==> config.mk <==
export PLATFORM = sky130hd
export DESIGN_NAME = fifo_burst_reader
export DESIGN_NICKNAME = d
export VERILOG_FILES = /design/src/rtl/fifo_pkg.sv /design/src/rtl/fifo_out_buf.sv /design/src/rtl/fifo_burst_reader.sv
export SDC_FILE = /design/constraint.sdc
export NUM_CORES = 1
export LEC_CHECK = 0
export BUFFER_PORTS_ARGS = -buffer_cell sky130_fd_sc_hd__buf_2
export CAP_MARGIN = 20
export CELL_PAD_IN_SITES_DETAIL_PLACEMENT = 1
export CELL_PAD_IN_SITES_GLOBAL_PLACEMENT = 2
export CORE_UTILIZATION = 38
export CTS_CLUSTER_DIAMETER = 50
export CTS_CLUSTER_SIZE = 28
export DETAILED_ROUTE_END_ITERATION = 6
export PLACE_DENSITY = 0.89
export SLEW_MARGIN = 15
export SYNTH_ARGS = -nofsm -noshare
export SYNTH_HDL_FRONTEND = slang
export SYNTH_SLANG_ARGS = --single-unit
==> constraint.sdc <==
create_clock -name rclk -period 4.9 [get_ports rclk]
set_clock_uncertainty 0.05 [all_clocks]
set_input_delay 1.225 -clock rclk [delete_from_list [all_inputs] [get_ports rclk]]
set_output_delay 1.225 -clock rclk [all_outputs]
set_load 0.1 [all_outputs]
==> src/rtl/fifo_pkg.sv <==
// Shared types and defaults for the async-FIFO read-side burst consumer.
package fifo_pkg;

  localparam int FIFO_DSIZE     = 8;
  localparam int FIFO_LSIZE     = 8;
  localparam int FIFO_TO_CYCLES = 64;

  typedef enum logic [1:0] {
    IDLE = 2'd0,
    RUN  = 2'd1,
    DONE = 2'd2
  } rd_state_t;

  typedef struct packed {
    logic [FIFO_DSIZE-1:0] data;
    logic                  last;
  } buf_entry_t;

endpackage

==> src/rtl/fifo_out_buf.sv <==
// Two-entry valid/ready skid buffer of {data, last}; set_last tags the youngest entry.
module fifo_out_buf #(
  parameter int DW = 8
) (
  input  logic          clk,
  input  logic          rst_n,
  input  logic          push,
  input  logic [DW-1:0] push_data,
  input  logic          push_last,
  input  logic          pop,
  input  logic          set_last,
  output logic [DW-1:0] head_data,
  output logic          head_last,
  output logic [1:0]    count
);

  logic [DW-1:0] data_reg [2];
  logic          last_reg [2];
  logic          wr_ptr_reg;
  logic          rd_ptr_reg;
  logic [1:0]    count_reg;

  genvar gi;
  generate
    for (gi = 0; gi < 2; gi++) begin : g_entry
      localparam logic IDX = 1'(gi);
      // With two slots the youngest entry is always the one wr_ptr is not pointing at.
      always_ff @(posedge clk or negedge rst_n) begin
        if (!rst_n) begin
          data_reg[gi] <= '0;
          last_reg[gi] <= 1'b0;
        end else if (push && wr_ptr_reg == IDX) begin
          data_reg[gi] <= push_data;
          last_reg[gi] <= push_last;
        end else if (set_last && count_reg != 2'd0 && wr_ptr_reg != IDX) begin
          last_reg[gi] <= 1'b1;
        end
      end
    end
  endgenerate

  always_ff @(posedge clk or negedge rst_n) begin
    if (!rst_n) begin
      wr_ptr_reg <= 1'b0;
      rd_ptr_reg <= 1'b0;
      count_reg  <= 2'd0;
    end else begin
      if (push) wr_ptr_reg <= ~wr_ptr_reg;
      if (pop)  rd_ptr_reg <= ~rd_ptr_reg;
      case ({push, pop})
        2'b10:   count_reg <= count_reg + 2'd1;
        2'b01:   count_reg <= count_reg - 2'd1;
        default: count_reg <= count_reg;
      endcase
    end
  end

  assign head_data = data_reg[rd_ptr_reg];
  assign head_last = last_reg[rd_ptr_reg];
  assign count     = count_reg;

endmodule

==> src/rtl/fifo_burst_reader.sv <==
// Drains burst_len words from a FWFT FIFO onto a valid/ready stream with m_last.
// Optional stall timeout is enabled by defining FIFO_RD_TIMEOUT_EN.
module fifo_burst_reader
  import fifo_pkg::*;
#(
  parameter int DSIZE     = FIFO_DSIZE,
  parameter int LSIZE     = FIFO_LSIZE,
  parameter int TO_CYCLES = FIFO_TO_CYCLES
) (
  input  logic             rclk,
  input  logic             rrst_n,
  input  logic             start,
  input  logic [LSIZE-1:0] burst_len,
  output logic             busy,
  output logic             done,
  output logic             rinc,
  input  logic [DSIZE-1:0] rdata,
  input  logic             rempty,
  output logic             m_valid,
  input  logic             m_ready,
  output logic [DSIZE-1:0] m_data,
  output logic             m_last,
  output logic             timeout
);

  rd_state_t        state_reg, state_next;
  logic [LSIZE-1:0] remaining_reg, remaining_next;
  logic [1:0]       count;
  logic             pop;
  logic             to_fire;

  // rinc depends only on registered state and rempty, never on m_ready.
  assign rinc    = (state_reg == RUN) && !rempty && (remaining_reg != '0) && (count != 2'd2);
  assign m_valid = (count != 2'd0);
  assign pop     = m_valid && m_ready;
  assign busy    = (state_reg != IDLE);
  assign done    = (state_reg == DONE);

  fifo_out_buf #(.DW(DSIZE)) u_out_buf (
    .clk       (rclk),
    .rst_n     (rrst_n),
    .push      (rinc),
    .push_data (rdata),
    .push_last (remaining_reg == LSIZE'(1)),
    .pop       (pop),
    .set_last  (to_fire),
    .head_data (m_data),
    .head_last (m_last),
    .count     (count)
  );

`ifdef FIFO_RD_TIMEOUT_EN
  localparam int TW = $clog2(TO_CYCLES + 1);

  logic [TW-1:0] idle_cnt_reg, idle_cnt_next;
  logic          timeout_reg, timeout_next;

  assign to_fire = (state_reg == RUN) && (remaining_reg != '0) && rempty &&
                   (idle_cnt_reg == TW'(TO_CYCLES - 1));

  always_ff @(posedge rclk or negedge rrst_n) begin
    if (!rrst_n) begin
      idle_cnt_reg <= '0;
      timeout_reg  <= 1'b0;
    end else begin
      idle_cnt_reg <= idle_cnt_next;
      timeout_reg  <= timeout_next;
    end
  end

  always_comb begin
    idle_cnt_next = idle_cnt_reg;
    timeout_next  = timeout_reg;
    if (state_reg != RUN || rinc || to_fire) begin
      idle_cnt_next = '0;
    end else if (remaining_reg != '0 && rempty) begin
      idle_cnt_next = idle_cnt_reg + TW'(1);
    end
    if (state_reg == IDLE && start) begin
      timeout_next = 1'b0;
    end else if (to_fire) begin
      timeout_next = 1'b1;
    end
  end

  assign timeout = timeout_reg;
`else
  wire [31:0] unused_to_cycles = TO_CYCLES;
  assign to_fire = 1'b0;
  assign timeout = 1'b0;
`endif

  always_ff @(posedge rclk or negedge rrst_n) begin
    if (!rrst_n) begin
      state_reg     <= IDLE;
      remaining_reg <= '0;
    end else begin
      state_reg     <= state_next;
      remaining_reg <= remaining_next;
    end
  end

  always_comb begin
    state_next     = state_reg;
    remaining_next = remaining_reg;
    case (state_reg)
      IDLE: begin
        if (start) begin
          if (burst_len != '0) begin
            remaining_next = burst_len;
            state_next     = RUN;
          end else begin
            state_next = DONE;
          end
        end
      end
      RUN: begin
        if (rinc) remaining_next = remaining_reg - LSIZE'(1);
        if (pop && m_last) state_next = DONE;
        // Abort: if nothing will be left buffered to carry the last flag, finish now.
        if (to_fire) begin
          remaining_next = '0;
          if (count == 2'd0 || (count == 2'd1 && pop)) state_next = DONE;
        end
      end
      DONE:    state_next = IDLE;
      default: state_next = IDLE;
    endcase
  end

endmodule

# Yosys cells after proc, flatten, opt, wreduce, memory -nomap -nowiden

Index checks and enable logic that the tools add are counted.

Output and inout bits: 14
Memories kept: 0
Bits in read-only memories: 0
Logic and storage cells: 58
Input bits: 21
Bits in writable memories: 0
Register bits after elaboration: 32
Latch bits: 0

Order comparisons: 1
Bitwise operators: 3
Shifts and indexed selects: 0
Reduce and logical (&&, ||, !) cells: 17
Multiplexer cells: 15
Div/mod/pow operators: 0
Multiply operators: 0
Add/subtract/negate cells: 3
Equality and inequality tests: 10

Operator list:

| cell                | count |
|---|---|
| $mux 8              | 6 |
| $pmux 8 s2          | 1 |
| $reduce_bool 8->1   | 2 |
| $eq 8x1->1 const B  | 1 |
| $pmux 2 s2          | 2 |
| $reduce_bool 2->1   | 4 |
| $sub 8x1->8 const B | 1 |
| $logic_and 1x1->1   | 7 |
| $mux 2              | 3 |
| $ne 2x2->1 const B  | 3 |
| $eq 2x1->1 const B  | 2 |
| $eq 2x2->1 const B  | 2 |
| $ne 2x1->1 const B  | 2 |
| $reduce_and 4->1    | 1 |
| $mux 1              | 3 |
| $add 2x1->2 const B | 1 |
| $ge 2x2->1 const B  | 1 |
| $logic_not 2->1     | 1 |
| $not 1->1           | 2 |
| $not 1->2           | 1 |
| $reduce_and 2->1    | 1 |
| $sub 2x1->2 const B | 1 |
| $logic_not 1->1     | 1 |

# Depth between registers and ports, before layout

Gate-level depths: netlist (run 1).

Word-level depth: 7
Gate-level depth with buffers: 9
Depth with buffers taken out: 9

# Cells and area by module

A second synthesis (run 1) with hierarchy kept.

Cells, all modules: 153
Area total of the unflattened synthesis: 1697.9 um^2

By module, submodules not included:

| module            | area an instance (um^2) | seq. area each (um^2) | cells each | instances |
|---|---|---|---|---|
| fifo_out_buf      | 983.4                   | 550.5                 | 68         | 1 |
| fifo_burst_reader | 714.4                   | 250.2                 | 85         | 1 |

# Worst setup path after synthesis (run 1)

OpenSTA, ideal clock, no wires.

Path type: input port to output port
Start point: input rempty
End point: output rinc
Data required time: 3.625 ns
Setup slack: 1.572 ns
Buffers on the path: 1
Arrival time: 2.053 ns
Stages on the path: 2
Cells stage by stage: a2111oi_4 -> buf_2

Word-level cells in the longest chain between the ends: 4

Ends and longest elaborated chain:

| what                           | RTL line                | RTL |
|---|---|---|
| start: declaration             | fifo_burst_reader.sv:18 | `input logic rempty,` |
| $logic_not 1->1                | fifo_burst_reader.sv:33 | `assign rinc = (state_reg == RUN) && !rempty && (remaining_reg != '0) && (count != 2'd2);` |
| $logic_and 1x1->1 (3 in a row) | fifo_burst_reader.sv:33 |  |
| end: declaration               | fifo_burst_reader.sv:16 | `output logic rinc,` |

Every way passes these cells.

# Worst setup path in the final report (run 1)

Start point: register state_reg[1]
End point: output rinc

Word-level cells in the longest chain between the ends: 4

Ends and longest elaborated chain:

| what                           | RTL line                | RTL |
|---|---|---|
| start: declaration             | fifo_burst_reader.sv:26 | `rd_state_t state_reg, state_next;` |
| start signal: assignment       | fifo_burst_reader.sv:98 | `state_reg <= state_next;` |
| $eq 2x1->1                     | fifo_burst_reader.sv:33 |  |
| $logic_and 1x1->1 (3 in a row) | fifo_burst_reader.sv:33 |  |

Every way passes these cells.

==> impl_results.md, run 1 <==
- Max-Cap Viols: 0
- RSZ-0062 raised after global routing: false
- First-pass GRT wire length: 6350 um
- Via count: 1,226
- Synthesized cell area: 1660 sq um
- Largest net degree at the start of global routing: 33
- Worst Path Max Fanout: 23
- Post-cts sizing count: 0
- Crit path largest cell delay: 0.53 ns
- Clk sinks: 32
- Vias per cell: 5.40
- Die Y: 68.1 um
- Row count: 23
- CTS hold repair buffers: 0
- Initial drt markers: 72
- Worst Tran Pin Value: 0.838 ns
- Crit path required time: 3.62 ns
- Fmax: 0.274 GHz
- Post-synth top flop: dfrtp_1
- Post-synth top area cell: dfrtp_1
- Final Slew Violations: 0
- Crit path launch: state_reg[1]
- Final Setup Violations: 0
- CP cell instances: nand2b_1 -> a2111oi_4 -> buf_4 -> buf_2
- Total Neg Setup Slack: 0 ns
- Number of synthesized flops with an enable pin: 0
- Critical path endpoint category: primary output
- Average size of a mapped cell: 11.9 sq um
- Count leader, synth: dfrtp_1
- Status: finished, final reports clean
- Routability cong.: 0.834
- Syn Nets: 164
- DRC errors left: 0
- Initial antenna violation count: 0
- GR Overflow Total: 0
- Slew HR: 0.441
- Top cells by area, synth: dfrtp_1 48%, mux2_2 18%, o2bb2ai_1 3.2%
- Synth top area share: 0.482
- Synth-to-Final Area Change: 18.7%
- Htree depth: 2
- Reg2reg path depth: 7
- Clock Latency Late Sink: 0.28 ns
- Max reg flops: 16
- Avg WL per Cell: 16.5 um
- Top cells by count, synth: 32 x dfrtp_1, 27 x mux2_2, 8 x nor2_1
- Io pins: 35
- Vias in the first global route: 1,342
- Crit path capture: rinc
- Synthesis warning total: 0
- Critical path's slowest cell: nand2b_1
- Worst r2r src: state_reg[1]
- Share of cells above drive strength 1: 0.452
- Die area: 4640 sq um
- Die width: 68.1 um
- Final hold viol count: 0
- CTS tree: built
- Hold Crit Depth: 1
- Synthesis-stage register bit count: 32
- Postcts setup bufs: 0
- CP Buf/Inv Count: 2
- FILL cells: 472
- Cell family with most CP delay: buffers and inverters
- Hold WC Path Type: reg2reg
- Area of the core: 4090 sq um
- Setup crit start kind: flop
- Mapped Cells: 140
- Final #Nets: 200
- Seq/Total Area, Yosys: 0.482
- Final critical-path required period: 3.65 ns
- Maximum clock path buffer count: 2
- Critical path arrival: 2.38 ns
- 1st-pass router iterations: 4
- Starting Density: 0.407
- Tot GR Track Use: 0.190
- Antenna diodes: 0
- Post-DP HPWL: 2790 um
- Worst r2r dst: u_out_buf.count[1]
- Cell variety after synth: 38
- Final worst-path cycle share: 0.746
- Worst reg-to-reg setup slack: 2.43 ns
- Num CTS Buffers: 5
- Critical path depth: 4
- Setup CP Type: reg2out
- Root Driver: clkbuf_8
- FFs w/ async S/R, synth: 1.00
- Reg clk slew, reported paths: 0.07 ns
- Port bufs: 33
- DRT antenna net count: 0
- Final WL: 3750 um
area by class of cell:
class,count,area [sq um],share of cell area
Tap cell,50,62.6,0.0317
Inverter,5,18.8,0.00952
Timing Repair Buffer,35,180,0.0914
Multi-Input combinational cell,97,812,0.412
Clock inverter,2,15.0,0.00761
Sequential cell,32,801,0.406
Clock buffer,6,82.6,0.0419
worst reg2reg max path, cell delays in order, from the launching register on:
cell and delay (ns):
dfrtp_1 0.40, nand2b_1 0.53, a2111oi_4 0.46, buf_4 0.26, inv_2 0.11, ha_1 0.31, nor2_1 0.13, xor2_1 0.15
logic make-up after synthesis:
kind of cell,after synthesis,synth area share
flops,32,0.482
compound gates,25,0.113
mux,28,0.189
buf+inv,11,0.0294
xor+xnor,5,0.0264
other cells,1,0.00226
fa+ha+maj,3,0.0226
simple gates,35,0.136
how the worst min path moves through the flow:
stage	from	endpoint	slack, ns
2_1_floorplan	state_reg[1]	state_reg[1]	0.37
3_3_place_gp	state_reg[1]	state_reg[1]	0.38
3_5_place_dp	state_reg[1]	state_reg[1]	0.41
4_1_cts	state_reg[1]	state_reg[1]	0.43
5_1_grt	state_reg[1]	state_reg[1]	0.47
6_report	state_reg[1]	state_reg[1]	0.42
stage by stage:
stage          hold slack (ns)  setup WS, ns  std cells   util  area, sq um
3_5_place_dp             0.411          1.41        219  0.459         1870
2_1_floorplan            0.369          1.57        140      -         1660
3_3_place_gp             0.382          1.41        219  0.459         1870
5_1_grt                  0.470          1.09        227  0.483         1970
6_report                 0.419          1.25        227  0.483         1970
4_1_cts                  0.426          1.23        227  0.483         1970
metal layers:
metal	track usage	wire length, um	vias up
li1	-	-	577
met1	0.211	1540	604
met2	0.327	1900	36
met3	0.0583	223	9
met4	0.0938	90	0
met5	0	0	-
layout by cell type (no fill, tap or decap), types with 3 or more instances in the layout:
cell type  netlist  layout
nor2_1           8       8
o2bb2ai_1        6       6
a21oi_1          6       6
ha_1             3       3
inv_1            4       4
buf_2            3      33
nor3_1           3       3
clkbuf_8         0       6
mux2_2          27      27
nor2b_1          3       3
o22ai_1          6       6
nor4_1           4       4
dfrtp_1         32      32
xnor2_1          4       4
Power of run 1 is not shown: default switching activity piles up to over one toggle a cycle in this logic, so the estimate is an artifact.
==> run 2, diff against run 1 <==
--- a/config.mk
+++ b/config.mk
@@ -9,11 +9,11 @@
 export CAP_MARGIN = 20
 export CELL_PAD_IN_SITES_DETAIL_PLACEMENT = 1
 export CELL_PAD_IN_SITES_GLOBAL_PLACEMENT = 2
-export CORE_UTILIZATION = 38
+export CORE_UTILIZATION = 35
 export CTS_CLUSTER_DIAMETER = 50
 export CTS_CLUSTER_SIZE = 28
 export DETAILED_ROUTE_END_ITERATION = 6
-export PLACE_DENSITY = 0.89
+export PLACE_DENSITY = 0.83
 export SLEW_MARGIN = 15
 export SYNTH_ARGS = -nofsm -noshare
 export SYNTH_HDL_FRONTEND = slang
==> constraint.sdc (replaced) <==
create_clock -name rclk -period 3.4 [get_ports rclk]
set_clock_uncertainty 0.05 [all_clocks]
set_input_delay 0.85 -clock rclk [delete_from_list [all_inputs] [get_ports rclk]]
set_output_delay 0.85 -clock rclk [all_outputs]
set_load 0.1 [all_outputs]
==> run 2 against run 1 <==
  * The flow now finishes with violations (design-rule violations)
  * Sequential cell count is the same
  * Die area grew 8.3%
  * Wire length grew 5.8%
  * Count of clock-buffer cells in the layout shrank 1
  * Core utilization shrank 3.0 points
  * First-iteration DRC count shrank 33%
  * Hold slack gained 0.0089 ns
  * Setup slack lost 0.61 ns
  * Via count grew 1.3%
  * Sequential share of layout area shrank 0.78 points
  * Largest cell class unchanged
==> impl_results.md, run 2 (same netlist as run 1, synthesis figures left out) <==
- Hold WC Path Type: reg2reg
- Worst Tran Pin Value: 0.746 ns (-0.0925 ns)
- Antenna diodes: 0 (unchanged)
- Maximum clock path buffer count: 2 (unchanged)
- Starting Density: 0.374 (-0.0327)
- Crit path required time: 2.50 ns (-1.12 ns)
- Setup crit start kind: flop
- Postcts setup bufs: 0 (unchanged)
- Critical path endpoint category: primary output
- CTS tree: built
- Max reg flops: 16 (unchanged)
- Row count: 24 (+4.3%)
- Dpl cell area: 1900 sq um (+1.3%)
- Clock Latency Late Sink: 0.29 ns (about the same)
- Synth-to-Final Area Change: 21.0%
- Num CTS Buffers: 5 (unchanged)
- Post-cts sizing count: 0 (unchanged)
- Port bufs: 33 (unchanged)
- 1st-pass router iterations: 6 (+2)
- Vias in the first global route: 1,355 (+0.97%)
- Final Cell Area: 2010 sq um (+2.0%)
- Tot GR Track Use: 0.178 (-0.0122)
- Initial drt markers: 48 (-33%)
- DRC errors left: 4 (+4)
- Failing checks: design-rule violations
- Initial antenna violation count: 0 (unchanged)
- Final Slew Violations: 0 (unchanged)
- Die area: 5030 sq um (+8.3%)
- Reg clk slew, reported paths: 0.07 ns (about the same)
- Die Y: 70.9 um (+4.1%)
- GR Overflow Total: 0 (unchanged)
- Via count: 1,242 (+1.3%)
- Max-Cap Viols: 0 (unchanged)
- Vias per cell: 5.40 (about the same)
- DRT antenna net count: 0 (unchanged)
- Post-DP HPWL: 2910 um (+4.0%)
- Htree depth: 2 (unchanged)
- Root Driver: clkbuf_8
- Io pins: 35 (unchanged)
- Status: finished, violations left
- Area of the core: 4440 sq um (+8.8%)
- Final #Nets: 201 (+0.50%)
- Fmax: 0.362 GHz
- RSZ-0062 raised after global routing: false
- Avg WL per Cell: 17.2 um (+4.5%)
- Worst Path Max Fanout: 5 (-78%)
- CTS hold repair buffers: 0 (unchanged)
- Slew HR: 0.503 (+0.0617)
- Routability cong.: 0.780 (-6.4%)
- Final WL: 3970 um (+5.8%)
- First-pass GRT wire length: 6760 um (+6.5%)
- Total Neg Setup Slack: 0 ns (unchanged)
- Largest net degree at the start of global routing: 33 (unchanged)
- Commonest cells after routing, fill and taps aside: 32 x buf_2, 32 x dfrtp_1, 27 x mux2_2
- Share of cells above drive strength 1: 0.455 (+0.00308)
- Final Setup Violations: 0 (unchanged)
- Final critical-path required period: 2.76 ns
- Final worst-path cycle share: 0.812
- Clk sinks: 32 (unchanged)
- Setup CP Type: reg2out
- Critical path arrival: 1.86 ns (-0.52 ns)
- Final hold viol count: 0 (unchanged)
- Die width: 70.9 um (+4.1%)
[run 2: worst paths after layout]
path | start | to | slack (ns) | cells past startpoint
max | remaining_reg[0] | rinc | 0.64 | 5
min | state_reg[1] | state_reg[1] | 0.43 | 1
min reg2reg | state_reg[1] | state_reg[1] | 0.43 | 1
max reg2reg | remaining_reg[0] | u_out_buf.count[1] | 0.96 | 9
min in group asynchronous | rrst_n | remaining_reg[7] | 0.57 | 1
max in group asynchronous | rrst_n | u_out_buf.wr_ptr_reg | 2.25 | 1
[run 2: per-layer routing]
layer / wire [um] / share of wire / vias up / GRT usage
li1: - / - / 582 / -
met1: 1640 / 0.41 / 617 / 0.201
met2: 2030 / 0.51 / 35 / 0.309
met3: 203 / 0.051 / 8 / 0.0527
met4: 96 / 0.024 / 0 / 0.0867
met5: 0 / 0 / - / 0
[run 2: layout make-up]
cell class | count | area [sq um]
well taps | 52 | 65.1
inverters | 5 | 18.8
fillers | 498 | 2430
flip-flops and latches | 32 | 801
clock inverters | 3 | 42.5
multi-input cells | 97 | 812
clock buffers | 5 | 68.8
repair buffers | 36 | 203
[run 2: through the flow]
stage	instances	setup WS (ns)	hold slack, ns	utilization
floorplan	140	0.759	0.369	-
global placement	222	1.01	0.387	0.427
detailed placement	222	0.954	0.417	0.427
CTS	230	0.642	0.430	0.452
global route	230	0.549	0.466	0.452
finish	230	0.639	0.428	0.452
[run 2: worst max-delay path, cell delays in order, from the launching register on]
cell and delay (ns):
dfrtp_1 0.42, inv_1 0.09, ha_1 0.23, nor3b_1 0.18, a2111oi_4 0.41, buf_12 0.23
Power of run 2 is left out for the same reason.
==> run 3, diff against run 2 <==
--- a/config.mk
+++ b/config.mk
@@ -5,11 +5,12 @@
 export SDC_FILE = /design/constraint.sdc
 export NUM_CORES = 1
 export LEC_CHECK = 0
+export ABC_AREA = 1
 export BUFFER_PORTS_ARGS = -buffer_cell sky130_fd_sc_hd__buf_2
 export CAP_MARGIN = 20
 export CELL_PAD_IN_SITES_DETAIL_PLACEMENT = 1
 export CELL_PAD_IN_SITES_GLOBAL_PLACEMENT = 2
-export CORE_UTILIZATION = 35
+export CORE_UTILIZATION = 30
 export CTS_CLUSTER_DIAMETER = 50
 export CTS_CLUSTER_SIZE = 28
 export DETAILED_ROUTE_END_ITERATION = 6
==> constraint.sdc (replaced) <==
create_clock -name rclk -period 2.8 [get_ports rclk]
set_clock_uncertainty 0.05 [all_clocks]
set_input_delay 0.7 -clock rclk [delete_from_list [all_inputs] [get_ports rclk]]
set_output_delay 0.7 -clock rclk [all_outputs]
set_load 0.1 [all_outputs]
==> run 3 against run 2 <==
  * The flow now finishes without violations
  * First-iteration DRC count up 120%
  * Design area up 5.8%
  * Critical path type unchanged
  * Setup slack worse by 0.34 ns
==> impl_results.md, run 3 <==
- Status: finished, final reports clean
- Slew HR: 0.500 (-0.00317)
- Average size of a mapped cell: 7.31 sq um (-38%)
- Commonest cells after routing, fill and taps aside: 96 x nand2_1, 33 x buf_2, 32 x dfrtp_1
- Worst r2r src: remaining_reg[0]
- Final WL: 4430 um (+12%)
- GR Overflow Total: 0 (unchanged)
- Count leader, synth: nand2_1
- First-pass GRT wire length: 7760 um (+15%)
- Final Slew Violations: 0 (unchanged)
- Cell variety after synth: 27 (-29%)
- 1st-pass router iterations: 4 (-2)
- Max-Cap Viols: 0 (unchanged)
- CTS tree: built
- Final hold viol count: 0 (unchanged)
- Seq/Total Area, Yosys: 0.445 (-0.0369)
- Tot GR Track Use: 0.160 (-0.0186)
- Hold WC Path Type: in2async
- Area of the core: 5640 sq um (+27%)
- Clock Latency Late Sink: 0.29 ns (about the same)
- Setup crit start kind: flop
- Vias in the first global route: 1,669 (+23%)
- Starting Density: 0.319 (-0.0550)
- Synthesis-stage register bit count: 32 (unchanged)
- Root Driver: clkbuf_8
- Fmax: 0.400 GHz
- DRT antenna net count: 0 (unchanged)
- Io pins: 35 (unchanged)
- Avg WL per Cell: 12.5 um (-27%)
- Final worst-path cycle share: 0.894
- Crit path largest cell delay: 0.74 ns (+0.32 ns)
- Num CTS Buffers: 5 (unchanged)
- Mapped Cells: 246 (+76%)
- PnR worst setup slack: 0.297 ns (-0.342 ns)
- Vias per cell: 4.58 (-15%)
- Die Y: 79.4 um (+12%)
- CTS hold repair buffers: 0 (unchanged)
- Initial drt markers: 107 (+120%)
- Post-Place Setup Slack: 0.492 ns (-0.462 ns)
- Post-synth top flop: dfrtp_1
- Synthesized cell area: 1800 sq um (+8.3%)
- Synthesis warning total: 0 (unchanged)
- Top cells by count, synth: 96 x nand2_1, 32 x dfrtp_1, 24 x inv_1, 20 x nor2_1, 18 x o21ai_1
- Fin cells: 353 (+53%)
- FFs w/ async S/R, synth: 1.00 (unchanged)
- RSZ-0062 raised after global routing: false
- Final critical-path required period: 2.50 ns
- Critical path arrival: 1.75 ns (-0.11 ns)
- Clk sinks: 32 (unchanged)
- Critical path endpoint category: primary output
- Worst r2r dst: u_out_buf.count[1]
- Maximum clock path buffer count: 2 (unchanged)
- DRC errors left: 0 (-4)
- Reg clk slew, reported paths: 0.07 ns (about the same)
- Share of cells above drive strength 1: 0.206 (-0.249)
- Die width: 79.4 um (+12%)
- Antenna diodes: 0 (unchanged)
- Final Cell Area: 2130 sq um (+5.8%)
- Final Setup Violations: 0 (unchanged)
- Setup CP Type: reg2out
- Largest net degree at the start of global routing: 33 (unchanged)
- Worst Tran Pin Value: 0.750 ns (+0.00476 ns)
- Syn Nets: 270 (+65%)
- Util after Layout: 0.377 (-0.0752)
- Port bufs: 33 (unchanged)
- Post-DP HPWL: 3130 um (+7.9%)
- Placed Cells: 345 (+55%)
- Routability cong.: 0.769 (-1.5%)
- Synth-to-Final Area Change: 18.3%
- Post-cts sizing count: 0 (unchanged)
- Via count: 1,615 (+30%)
- CP cell instances: nand2_1 -> o21ai_1 -> buf_2
- Htree depth: 2 (unchanged)
- Initial antenna violation count: 0 (unchanged)
- Worst reg-to-reg setup slack: 0.58 ns (-0.38 ns)
- Synth top area share: 0.445 (-0.0369)
- Dpl cell area: 2020 sq um (+6.4%)
- Top cells by area, synth: dfrtp_1 45%, nand2_1 20%, o21ai_1 5.0%
- FILL cells: 739 (+48%)
- Critical path's slowest cell: dfrtp_1
- Worst Path Max Fanout: 19 (+14)
- Most common cell after layout, fill and taps aside: nand2_1
- Post-synth top area cell: dfrtp_1
- Postcts setup bufs: 0 (unchanged)
- Row count: 27 (+13%)
- Die area: 6310 sq um (+26%)
- Max reg flops: 16 (unchanged)
- Final #Nets: 304 (+51%)
- Reg2reg path depth: 8 (-1)
- Number of synthesized flops with an enable pin: 0 (unchanged)
- Crit path required time: 2.05 ns (-0.45 ns)
run 3: changes by cell type after synthesis, sizes merged, moves of 3 or more:
cell	change
inv	+23
nand2	+96
o2bb2ai	-6
o21ai	+30
nor2	+18
nor4	-5
mux2	-27
nor2b	-3
nand3	+3
o22ai	-6
nor3	-3
run 3: per-stage QoR:
| step | TNS [ns] | hold slack [ns] |
|---|---|---|
| after floorplan | -3.72 | 0.354 |
| after global placement | 0 | 0.414 |
| after detailed placement | 0 | 0.423 |
| after CTS | 0 | 0.439 |
| after global routing | 0 | 0.467 |
| final | 0 | 0.426 |
run 3: final cells by class:
cell class              instances  area [sq um]  share of cell area
repair buffers                 34           173              0.0811
flip-flops and latches         32           801               0.376
well taps                      72          90.1              0.0423
inverters                      28           105              0.0494
clock inverters                 2          35.0              0.0165
clock buffers                   6          72.6              0.0341
multi-input cells             179           852               0.400
run 3: per-layer routing:
layer | wire [um] | global-route usage | vias to the layer above
met5 | 0 | 0 | -
met4 | 51 | 0.0382 | 0
met3 | 178 | 0.0377 | 6
met2 | 2050 | 0.268 | 32
met1 | 2150 | 0.206 | 751
li1 | - | - | 826
run 3: worst max-delay path: cells and delay by family, from the launching register on:
kind | cells | cell delay, ns
AND/OR/NAND/NOR | 1 | 0.12
buffers and inverters | 1 | 0.46
flip-flops | 1 | 0.74
AO/OA/AOI/OAI | 1 | 0.14
run 3: kinds of logic (layout without fill, tap and decap cells):
kind of cell	after synthesis	in the layout	synth area share
adder cells (fa/ha/maj)	3	3	0.0209
AO/OA/AOI/OAI	40	40	0.121
AND/OR/NAND/NOR	132	132	0.313
XOR/XNOR	3	3	0.0146
flip-flops	32	32	0.445
other	1	1	0.00208
buffers and inverters	35	70	0.0834
run 3: worst max-delay path by stage:
stage | startpoint | to | slack (ns) | cells after the start
final | u_out_buf.rd_ptr_reg | m_last | 0.30 | 3
after global routing | u_out_buf.rd_ptr_reg | m_last | 0.17 | 3
after CTS | remaining_reg[0] | rinc | 0.28 | 6
after detailed placement | rempty | rinc | 0.49 | 5
after global placement | rempty | rinc | 0.53 | 5
after floorplan | u_out_buf.rd_ptr_reg | m_data[0] | -0.61 | 2
Power of run 3 is left out for the same reason.
